File: src/rtl/bcd_counter_mux_seg_pkg.sv
// Shared BCD constants and the 7-segment code table used by the counter
// and its display decoder. Segment codes are active-high {g,f,e,d,c,b,a}.
package bcd_counter_mux_seg_pkg;

  localparam logic [3:0] BCD_ZERO  = 4'd0;
  localparam logic [3:0] BCD_NINE  = 4'd9;
  localparam logic [6:0] SEG_BLANK = 7'b0000000;

  function automatic logic [6:0] seg_code(input logic [3:0] d);
    case (d)
      4'd0:    seg_code = 7'b0111111;
      4'd1:    seg_code = 7'b0000110;
      4'd2:    seg_code = 7'b1011011;
      4'd3:    seg_code = 7'b1001111;
      4'd4:    seg_code = 7'b1100110;
      4'd5:    seg_code = 7'b1101101;
      4'd6:    seg_code = 7'b1111101;
      4'd7:    seg_code = 7'b0000111;
      4'd8:    seg_code = 7'b1111111;
      4'd9:    seg_code = 7'b1101111;
      default: seg_code = SEG_BLANK;
    endcase
  endfunction

endpackage

File: src/rtl/bcd_digit.sv
// One decimal digit. cy flags that this digit wraps on the current step,
// so the next digit moves in the same cycle.
module bcd_digit
  import bcd_counter_mux_seg_pkg::*;
(
  input  logic       clk,
  input  logic       rst,
  input  logic       inc,
  input  logic       dec,
  input  logic       clr,
  output logic [3:0] q,
  output logic       cy
);

  assign cy = (inc && q == BCD_NINE) || (dec && q == BCD_ZERO);

  always_ff @(posedge clk) begin
    if (!rst)     q <= BCD_ZERO;
    else if (clr) q <= BCD_ZERO;
    else if (inc) q <= (q == BCD_NINE) ? BCD_ZERO : q + 4'd1;
    else if (dec) q <= (q == BCD_ZERO) ? BCD_NINE : q - 4'd1;
  end

endmodule

File: src/rtl/bcd_counter_mux_seg.sv
// Cascaded BCD up/down counter with prescaled tick and a time-multiplexed
// 7-segment display driver with optional leading-zero blanking.
module bcd_counter_mux_seg
  import bcd_counter_mux_seg_pkg::*;
#(
  parameter int unsigned NDIGITS    = 4,
  parameter int unsigned DIV_WIDTH  = 25,
  parameter int unsigned SCAN_WIDTH = 16,
  parameter bit          ACTIVE_LOW = 1'b1,
  parameter bit          BLANK_LZ   = 1'b0
) (
  input  logic                   clk,
  input  logic                   rst,
  input  logic                   en,
  input  logic                   up_dn,
  input  logic                   clr,
  output logic [4*NDIGITS-1:0]   bcd,
  output logic                   carry,
  output logic [6:0]             seg,
  output logic [NDIGITS-1:0]     an
);

  localparam int IDX_W = (NDIGITS > 1) ? $clog2(NDIGITS) : 1;

  logic [DIV_WIDTH-1:0]  div;
  logic [SCAN_WIDTH-1:0] scan;
  logic [IDX_W-1:0]      idx;
  logic                  tick, step, wrap;

  assign tick = &div;
  // en/up_dn only matter on tick cycles; clr suppresses the step and carry.
  assign step = tick && en && !clr;

  always_ff @(posedge clk) begin
    if (!rst)     div <= '0;
    else if (clr) div <= '0;
    else          div <= div + 1'b1;
  end

  for (genvar g = 0; g < NDIGITS; g++) begin : g_dig
    logic inc_i, dec_i, cy_i;
    if (g == 0) begin : g_first
      assign inc_i = step && up_dn;
      assign dec_i = step && !up_dn;
    end else begin : g_next
      assign inc_i = g_dig[g-1].inc_i && g_dig[g-1].cy_i;
      assign dec_i = g_dig[g-1].dec_i && g_dig[g-1].cy_i;
    end
    bcd_digit u_digit (
      .clk (clk),
      .rst (rst),
      .inc (inc_i),
      .dec (dec_i),
      .clr (clr),
      .q   (bcd[4*g +: 4]),
      .cy  (cy_i)
    );
  end

  assign wrap = g_dig[NDIGITS-1].cy_i;

  always_ff @(posedge clk) begin
    if (!rst) carry <= 1'b0;
    else      carry <= wrap;
  end

  always_ff @(posedge clk) begin
    if (!rst) begin
      scan <= '0;
      idx  <= '0;
    end else begin
      scan <= scan + 1'b1;
      if (&scan) idx <= (idx == IDX_W'(NDIGITS-1)) ? '0 : idx + 1'b1;
    end
  end

  logic [3:0]         cur;
  logic               hi_zero;
  logic [NDIGITS-1:0] oh;
  logic [6:0]         pat;

  // A digit is a leading zero when it and everything above it are zero.
  always_comb begin
    cur     = BCD_ZERO;
    hi_zero = 1'b0;
    oh      = '0;
    for (int i = 0; i < NDIGITS; i++) begin
      if (idx == IDX_W'(i)) begin
        cur     = bcd[4*i +: 4];
        hi_zero = (i != 0) && ((bcd >> (4*i)) == '0);
        oh[i]   = 1'b1;
      end
    end
    pat = (BLANK_LZ && hi_zero) ? SEG_BLANK : seg_code(cur);
  end

  always_ff @(posedge clk) begin
    if (!rst) begin
      seg <= ACTIVE_LOW ? '1 : '0;
      an  <= ACTIVE_LOW ? '1 : '0;
    end else begin
      seg <= ACTIVE_LOW ? ~pat : pat;
      an  <= ACTIVE_LOW ? ~oh : oh;
    end
  end

endmodule

File: config.mk
export PLATFORM = sky130hd
export DESIGN_NAME = bcd_counter_mux_seg
export DESIGN_NICKNAME = d
export VERILOG_FILES = /design/src/rtl/bcd_counter_mux_seg_pkg.sv /design/src/rtl/bcd_digit.sv /design/src/rtl/bcd_counter_mux_seg.sv
export SDC_FILE = /design/constraint.sdc
export NUM_CORES = 1
export LEC_CHECK = 0
export ABC_AREA = 1
export CORE_ASPECT_RATIO = 0.75
export CORE_MARGIN = 2
export CORE_UTILIZATION = 56
export CTS_CLUSTER_DIAMETER = 30
export CTS_CLUSTER_SIZE = 24
export DETAILED_ROUTE_END_ITERATION = 8
export DONT_BUFFER_PORTS = 1
export GPL_TIMING_DRIVEN = 0
export PLACE_DENSITY = 0.74
export SLEW_MARGIN = 20
export SYNTH_ARGS = -nofsm -noshare
export SYNTH_HDL_FRONTEND = slang
export SYNTH_SLANG_ARGS = --single-unit
export TNS_END_PERCENT = 10
File: constraint.sdc
create_clock -name clk -period 1.87 [get_ports clk]
set_input_delay 0.187 -clock clk [delete_from_list [all_inputs] [get_ports clk]]
set_output_delay 0.187 -clock clk [all_outputs]
set_load 0.02 [all_outputs]
Word level (Yosys, flattened, before mapping)

Memories as Yosys holds them, arrays and structs flattened.
Cells that the tools add are included.

Register bits: 71
Memory bits (read-only): 112
Input bits: 5
Output and inout bits: 28
Memories: 1

Memory list:

| memory           | words | width | read ports | clocked after Yosys merged registers in | write ports | line                          | text |
|---|---|---|---|---|---|---|---|
| (name not given) | 16    | 7     | 1          | 0                                       | 0           | bcd_counter_mux_seg_pkg.sv:10 | `case (d)` |

Add/subtract/negate cells: 11
Equal/unequal tests: 7
Mux-type cells: 25
Bitwise logic cells: 3
Reductions and logical operators: 36

Operator list:

| operator                                            | number |
|---|---|
| 2-to-1 mux 4 bit                                    | 20 |
| adder 25 x 1 -> 25 bit, second input constant       | 1 |
| AND reduction 25 bit                                | 1 |
| logical AND 1 bit                                   | 18 |
| adder 16 x 1 -> 16 bit, second input constant       | 1 |
| adder 4 x 1 -> 4 bit, second input constant         | 4 |
| equality test 4 bit, second input constant          | 4 |
| zero test 4 bit                                     | 4 |
| AND reduction 16 bit                                | 1 |
| subtractor 4 x 1 -> 4 bit, second input constant    | 4 |
| nonzero test 2 bit                                  | 4 |
| NOT 7 bit                                           | 1 |
| equality test 2 bit, second input constant          | 2 |
| logical OR 1 bit                                    | 4 |
| 2-to-1 mux 1 bit                                    | 4 |
| NOT 4 bit                                           | 1 |
| adder 2 x 1 -> 2 bit, second input constant         | 1 |
| equality test 2 x 1 -> 1 bit, second input constant | 1 |
| zero test 1 bit                                     | 2 |
| zero test 2 bit                                     | 1 |
| 2-to-1 mux 2 bit                                    | 1 |
| OR reduction 2 bit                                  | 1 |
| NOT 1 bit                                           | 1 |

Longest topological paths before layout

Word-level depth: 15
Depth in mapped cells: 13
Depth with buffers taken out: 13

Hierarchy

From an unflattened synthesis, not the netlist that was laid out.

Cells, all modules: 619
Area, all modules: 4,006.3 um2

By module, submodules not included:

| module              | instances | cells an instance | area an instance (um2) | seq. area each (um2) |
|---|---|---|---|---|
| bcd_counter_mux_seg | 1         | 387               | 2,765.2                | 1,101.1 |
| bcd_digit           | 4         | 58                | 310.3                  | 80.1 |

Worst setup path after synthesis

Ideal clock, no wire load.

Kind: register to register
From: register idx[0]
To: register seg[0]
Library setup time: 0.126 ns
Arrival time: 1.795 ns
Required time: 1.744 ns
Path slack: -0.051 ns
Cell stages (with the launch flop): 13
Cell sequence: dfxtp_1 > inv_1 > ha_1 > clkbuf_1 > a21oi_1 > o21ai_0 > o21ai_0 > inv_1 > ha_1 > nor2_1 > nor2_1 > o21ai_0 > nand2_1

Longest elaborated chain between the ends: 7

Ends and longest elaborated chain:

| what                           | line                       | text |
|---|---|---|
| start: declaration             | bcd_counter_mux_seg.sv:27  | `logic [IDX_W-1:0] idx;` |
| start signal: assignment       | bcd_counter_mux_seg.sv:73  | `if (&scan) idx <= (idx == IDX_W'(NDIGITS-1)) ? '0 : idx + 1'b1;` |
| zero test 2 bit                | bcd_counter_mux_seg.sv:88  | `if (idx == IDX_W'(i)) begin` |
| 2-to-1 mux 4 bit (3 in series) | bcd_counter_mux_seg.sv:88  |  |
| 2-to-1 mux 4 bit (*)           | bcd_counter_mux_seg.sv:88  |  |
| memory read (16 x 7 bit) (*)   | -                          |  |
| NOT 7 bit (*)                  | bcd_counter_mux_seg.sv:102 | `seg <= ACTIVE_LOW ? ~pat : pat;` |
| end signal: assignment         | bcd_counter_mux_seg.sv:99  | `seg <= ACTIVE_LOW ? '1 : '0;` |
| end signal: assignment         | bcd_counter_mux_seg.sv:102 |  |
| end: declaration               | bcd_counter_mux_seg.sv:19  | `output logic [6:0] seg,` |

Mark *: on every way between the ends. The rest lies on a longest branch, timed or not.
A chain may end at the register's enable or synchronous reset.

Final worst setup path

From: register div[0]
To: register g_dig[3].u_digit.q[1]

Longest elaborated chain between the ends: 14

Ends and longest elaborated chain:

| what                                                          | line                                                 | text |
|---|---|---|
| start: declaration                                            | bcd_counter_mux_seg.sv:25                            | `logic [DIV_WIDTH-1:0] div;` |
| start signal: assignment                                      | bcd_counter_mux_seg.sv:37                            | `else div <= div + 1'b1;` |
| AND reduction 25 bit (*)                                      | bcd_counter_mux_seg.sv:30                            | `assign tick = &div;` |
| logical AND 1 bit (*) (2 in series)                           | bcd_counter_mux_seg.sv:32                            | `assign step = tick && en && !clr;` |
| logical AND 1 bit (on tied branches)                          | bcd_counter_mux_seg.sv:43, bcd_counter_mux_seg.sv:44 |  |
| logical AND 1 bit                                             | bcd_digit.sv:15                                      | `assign cy = (inc && q == BCD_NINE) \|\| (dec && q == BCD_ZERO);` |
| logical OR 1 bit                                              | bcd_digit.sv:15                                      |  |
| logical AND 1 bit (on tied branches)                          | bcd_counter_mux_seg.sv:46, bcd_counter_mux_seg.sv:47 |  |
| logical AND 1 bit                                             | bcd_digit.sv:15                                      |  |
| logical OR 1 bit                                              | bcd_digit.sv:15                                      |  |
| logical AND 1 bit (on tied branches)                          | bcd_counter_mux_seg.sv:46, bcd_counter_mux_seg.sv:47 |  |
| logical AND 1 bit                                             | bcd_digit.sv:15                                      |  |
| logical OR 1 bit                                              | bcd_digit.sv:15                                      |  |
| logical AND 1 bit (on tied branches)                          | bcd_counter_mux_seg.sv:46, bcd_counter_mux_seg.sv:47 |  |
| 2-to-1 mux 4 bit / nonzero test 2 bit (equally long branches) | -                                                    |  |
| end signal: assignment                                        | bcd_digit.sv:20                                      | `else if (inc) q <= (q == BCD_NINE) ? BCD_ZERO : q + 4'd1;` |
| end signal: assignment                                        | bcd_digit.sv:21                                      | `else if (dec) q <= (q == BCD_ZERO) ? BCD_NINE : q - 4'd1;` |
| end: declaration                                              | bcd_digit.sv:11                                      | `output logic [3:0] q,` |

Marked as above.

==> impl_summary.txt <==
----------------------------------------------------
[Route]
  Count of TritonRoute iterations in the first routing pass ... 5
  Via count ... 3715
  Remaining number of nets flagged by the antenna check after routing ... 0
  Remaining routing DRC violations ... 0
  Avg Vias per Cell ... 5.496
  Drt initial violations ... 255
  Final routed wirelength across all metal layers ... 9598 um
  Drt wl/cell ... 14.20 um

[Timing]
  Max-slew headroom ... 0.5576
  Min cycle time layout ... 1.884 ns
  Setup violations, final ... 2
  Fin worst setup slack ... -0.01354 ns
  Maximum operating frequency ... 530.9 MHz
  Unrepaired setup endpoints after global routing ... yes
  Final count of pins violating max slew ... 0
  Tightest Pin Transition ... 0.6637 ns
  Post-Route Skew ... 0.009464 ns
  Final-layout worst hold slack ... 0.09067 ns
  Final count of hold timing violations ... 0
  Fraction of the cycle the final worst path needs ... 1.007

[Global routing]
  Global routing met3 resource utilization ... 0.06128
  Layer with the highest usage after global routing ... met2
  Largest net degree at the start of global routing ... 14
  Initial antenna violation count ... 0
  Met2 usage ... 0.3829
  Total global-route track usage ... 0.2548
  Wire length of the first global-routing pass ... 14900 um
  Total gr overflow ... 0
  Via count of the first global-routing pass ... 3143
  Met1 Resource Use GR ... 0.3646

[Synthesis]
  Average cell area after synthesis ... 6.809 um2
  Most common flop cell mapped by yosys ... sky130_fd_sc_hd__dfxtp_1
  Most numerous cell in the Yosys netlist ... sky130_fd_sc_hd__nand2_1
  Post-synth EDFFs ... 0
  Post-synthesis async set-or-reset flop share ... 0
  Number of instances in the synthesized netlist ... 557
  Total nets after synthesis ... 574
  Post-synth top area share ... 0.3748
  Library cells used by synthesis ... 42
  Total of warnings raised by yosys ... 0
  Synth top cells by count ... sky130_fd_sc_hd__nand2_1 (114), sky130_fd_sc_hd__nor2_1 (94), sky130_fd_sc_hd__dfxtp_1 (71)
  Cell types with the largest area share after synthesis ... sky130_fd_sc_hd__dfxtp_1 (37%), sky130_fd_sc_hd__nand2_1 (11%), sky130_fd_sc_hd__nor2_1 (9.3%)
  Number of synthesized register bits ... 71
  Cell type contributing the most total cell area after synthesis ... sky130_fd_sc_hd__dfxtp_1
  Netlist Area Pre-Place ... 3792 um2
  Sequential-to-total area share from yosys stat ... 0.3748

[Floorplanning]
  Height of the die ... 75.27 um
  Count of pins on the block boundary ... 33
  Overall die area ... 7453 um2
  DIE WIDTH ... 99.03 um
  Placeable core region ... 6412 um2
  Initial cell density of the core ... 0.5914
  Floorplan row count ... 25

[Critical path]
  Crit path capture type ... flop
  Stage delay of the slowest cell on the critical path ... 0.37 ns
  Crit path launch type ... flop
  Worst path slowest cell ... sky130_fd_sc_hd__dfxtp_4
  Worst EP required ... 2.12 ns
  Critical Setup Path Class ... flop to flop
  Depth of the worst register-to-register path ... 13
  Critical Path, Cell by Cell ... ha_4 -> nand2_4 -> nor2_4 -> nand2_4 -> nor2_8 -> nand4_4 -> nor2_4 -> buf_8 -> nand3_4 -> nand2_4 -> nand2_2 -> nor2_1 -> nor2_1
  CP Max Fanout ... 8
  Critical Path AT ... 2.14 ns
  Critical path's most frequent cell ... sky130_fd_sc_hd__nand2_4

[Job]
  Maximum Capacitance Violations ... 0

[Clock tree]
  Clock slew at reported path FFs ... 0.08 ns
  Number of CTS-inserted buffers ... 9
  Clk sink count ... 71
  Max H-tree Level ... 3
  Insertion delay to the later sink of the worst-skew pair ... 0.36 ns
  Root Buffer ... sky130_fd_sc_hd__clkbuf_8
  Max Root-Sink Buffers ... 2
  CTS tree ... yes

[Status]
  Result of the run ... finished with violations
  Failing checks ... negative setup slack

[Cells and area]
  Post-route insts no fill ... 676
  Diode count ... 0
  Share of final-layout standard cells stronger than drive strength 1 ... 0.2017
  Number of nets in the final layout ... 607
  Layout Area Growth over Synthesis ... 21.51%
  Total of fill cells in the finished design ... 525

[Place]
  Final estimated routing congestion in global placement ... 0.8997
  Half-perimeter wire length after detailed placement ... 6385 um
  Count of buffers from port buffering ... 0
  Cell Count Post-Placement ... 638

[Hold path]
  Number of cells traversed by the worst hold path ... 3
  Class of the tightest hold or removal check ... input pin to flop

[Pwr]
  Pwr Density ... 645.8 nW/um2
  Static leakage ... 0.001888 uW
  Worst vdd rail ir drop ... 0.3157 mV

----------------------------------------------------
## per-stage QoR
stage | total power, uW | TNS [ns] | utilization | instance area (um2) | setup slack (ns)
after floorplan | 1623 | -0.006586 | - | 3796 | -0.003293
after global placement | 1639 | -3.882 | 0.6078 | 3897 | -0.2931
after detailed placement | 1641 | -4.625 | 0.6078 | 3897 | -0.3291
after CTS | 2996 | -0.04668 | 0.6730 | 4315 | -0.02285
after global routing | 3077 | -1.421 | 0.7186 | 4608 | -0.1432
final | 2976 | -0.01853 | 0.7186 | 4608 | -0.01354
## area by class of cell
cell class	instances	area (um2)	share of cell area
timing repair buffer	23	182.7	0.03964
clock buffer	9	123.9	0.02688
clock inverter	7	97.59	0.02118
tap	81	101.3	0.02199
buffer	7	46.29	0.01005
sequential	71	1448	0.3141
inverter	79	309.0	0.06706
multi-input combinational	399	2300	0.4991
## critical path: cells and delay by family, from the launching register on
family | cells | cell delay [ns]
simple gates | 11 | 1.11
flops | 1 | 0.37
buf+inv | 1 | 0.16
fa+ha+maj | 1 | 0.14
## state kept, by name, indices dropped and copies added, names as in the netlist
| name | cells |
|---|---|
| seg | 7 |
| carry | 1 |
| g_dig.u_digit.q | 16 |
| an | 4 |
| scan | 16 |
| idx | 2 |
| div | 25 |
## logic make-up after synthesis
kind of cell	Yosys count	synth area share
AO/OA/AOI/OAI	96	0.1386
flip-flops	71	0.3748
XOR/XNOR	11	0.02541
adder cells (fa/ha/maj)	12	0.03959
buffers and inverters	87	0.08842
AND/OR/NAND/NOR	280	0.3332
## worst paths after layout
check / start / endpoint / slack [ns]
worst max-delay path: div[0]$_SDFF_PP0_ / g_dig[3].u_digit.q[1]$_SDFFE_PP0P_ / -0.01
worst min-delay path: clr / div[9]$_SDFF_PP0_ / 0.09
worst max register to register: div[0]$_SDFF_PP0_ / g_dig[3].u_digit.q[1]$_SDFFE_PP0P_ / -0.01
worst min register to register: div[0]$_SDFF_PP0_ / div[0]$_SDFF_PP0_ / 0.45
## layer usage
| metal | up-vias | share of wire | wire [um] |
|---|---|---|---|
| li1 | 1871 | - | - |
| met1 | 1664 | 0.46 | 4371 |
| met5 | - | 0 | 0 |
| met3 | 17 | 0.082 | 789 |
| met2 | 163 | 0.45 | 4307 |
| met4 | 0 | 0.013 | 129 |
## timing repair
item                                    4_1_cts  5_1_grt
endpoints found under the hold margin         4        0
setup buffers                                12       10
pin swaps                                    10       18
gates resized for setup                      34       71
endpoints found under the setup margin       28       33
hold buffers                                  1        0
## cells in the final DEF, fill, tap and decap left out, types with 3 or more instances in the layout
| cell type | synthesis | final |
|---|---|---|
| sky130_fd_sc_hd__nand2_2 | 3 | 6 |
| sky130_fd_sc_hd__clkbuf_8 | 0 | 9 |
| sky130_fd_sc_hd__inv_4 | 0 | 3 |
| sky130_fd_sc_hd__nor2_4 | 2 | 6 |
| sky130_fd_sc_hd__a31oi_1 | 4 | 4 |
| sky130_fd_sc_hd__nand3_2 | 1 | 3 |
| sky130_fd_sc_hd__a21oi_2 | 0 | 3 |
| sky130_fd_sc_hd__o21ai_0 | 37 | 22 |
| sky130_fd_sc_hd__dfxtp_4 | 0 | 5 |
| sky130_fd_sc_hd__dfxtp_2 | 0 | 6 |
| sky130_fd_sc_hd__nand4_1 | 11 | 11 |
| sky130_fd_sc_hd__o21ai_2 | 0 | 7 |
| sky130_fd_sc_hd__ha_1 | 12 | 5 |
| sky130_fd_sc_hd__buf_4 | 0 | 20 |
| sky130_fd_sc_hd__nor3b_1 | 4 | 4 |
| sky130_fd_sc_hd__nand3_1 | 29 | 26 |
| sky130_fd_sc_hd__xor2_1 | 9 | 9 |
| sky130_fd_sc_hd__clkbuf_1 | 6 | 4 |
| sky130_fd_sc_hd__inv_1 | 70 | 64 |
| sky130_fd_sc_hd__a21oi_1 | 35 | 31 |
| sky130_fd_sc_hd__nor2_1 | 94 | 85 |
| sky130_fd_sc_hd__nor3_1 | 9 | 8 |
| sky130_fd_sc_hd__ha_4 | 0 | 5 |
| sky130_fd_sc_hd__o21ai_1 | 6 | 13 |
| sky130_fd_sc_hd__nand2_1 | 114 | 107 |
| sky130_fd_sc_hd__dfxtp_1 | 71 | 60 |
| sky130_fd_sc_hd__nor2_2 | 2 | 7 |
| sky130_fd_sc_hd__buf_6 | 1 | 3 |
| sky130_fd_sc_hd__clkinv_1 | 4 | 4 |
| sky130_fd_sc_hd__inv_2 | 5 | 7 |
| sky130_fd_sc_hd__o21a_1 | 5 | 5 |
| sky130_fd_sc_hd__o211ai_1 | 4 | 4 |
| sky130_fd_sc_hd__nand2_4 | 1 | 5 |
## power by group
group	total, uW	switching (uW)	internal [uW]
Combinational	69.8	48.6	21.2
Clock	1370	615	752
Sequential	1540	18.9	1520
Total	2980	683	2290
No activity file was read; power rests on OpenSTA's default activity.
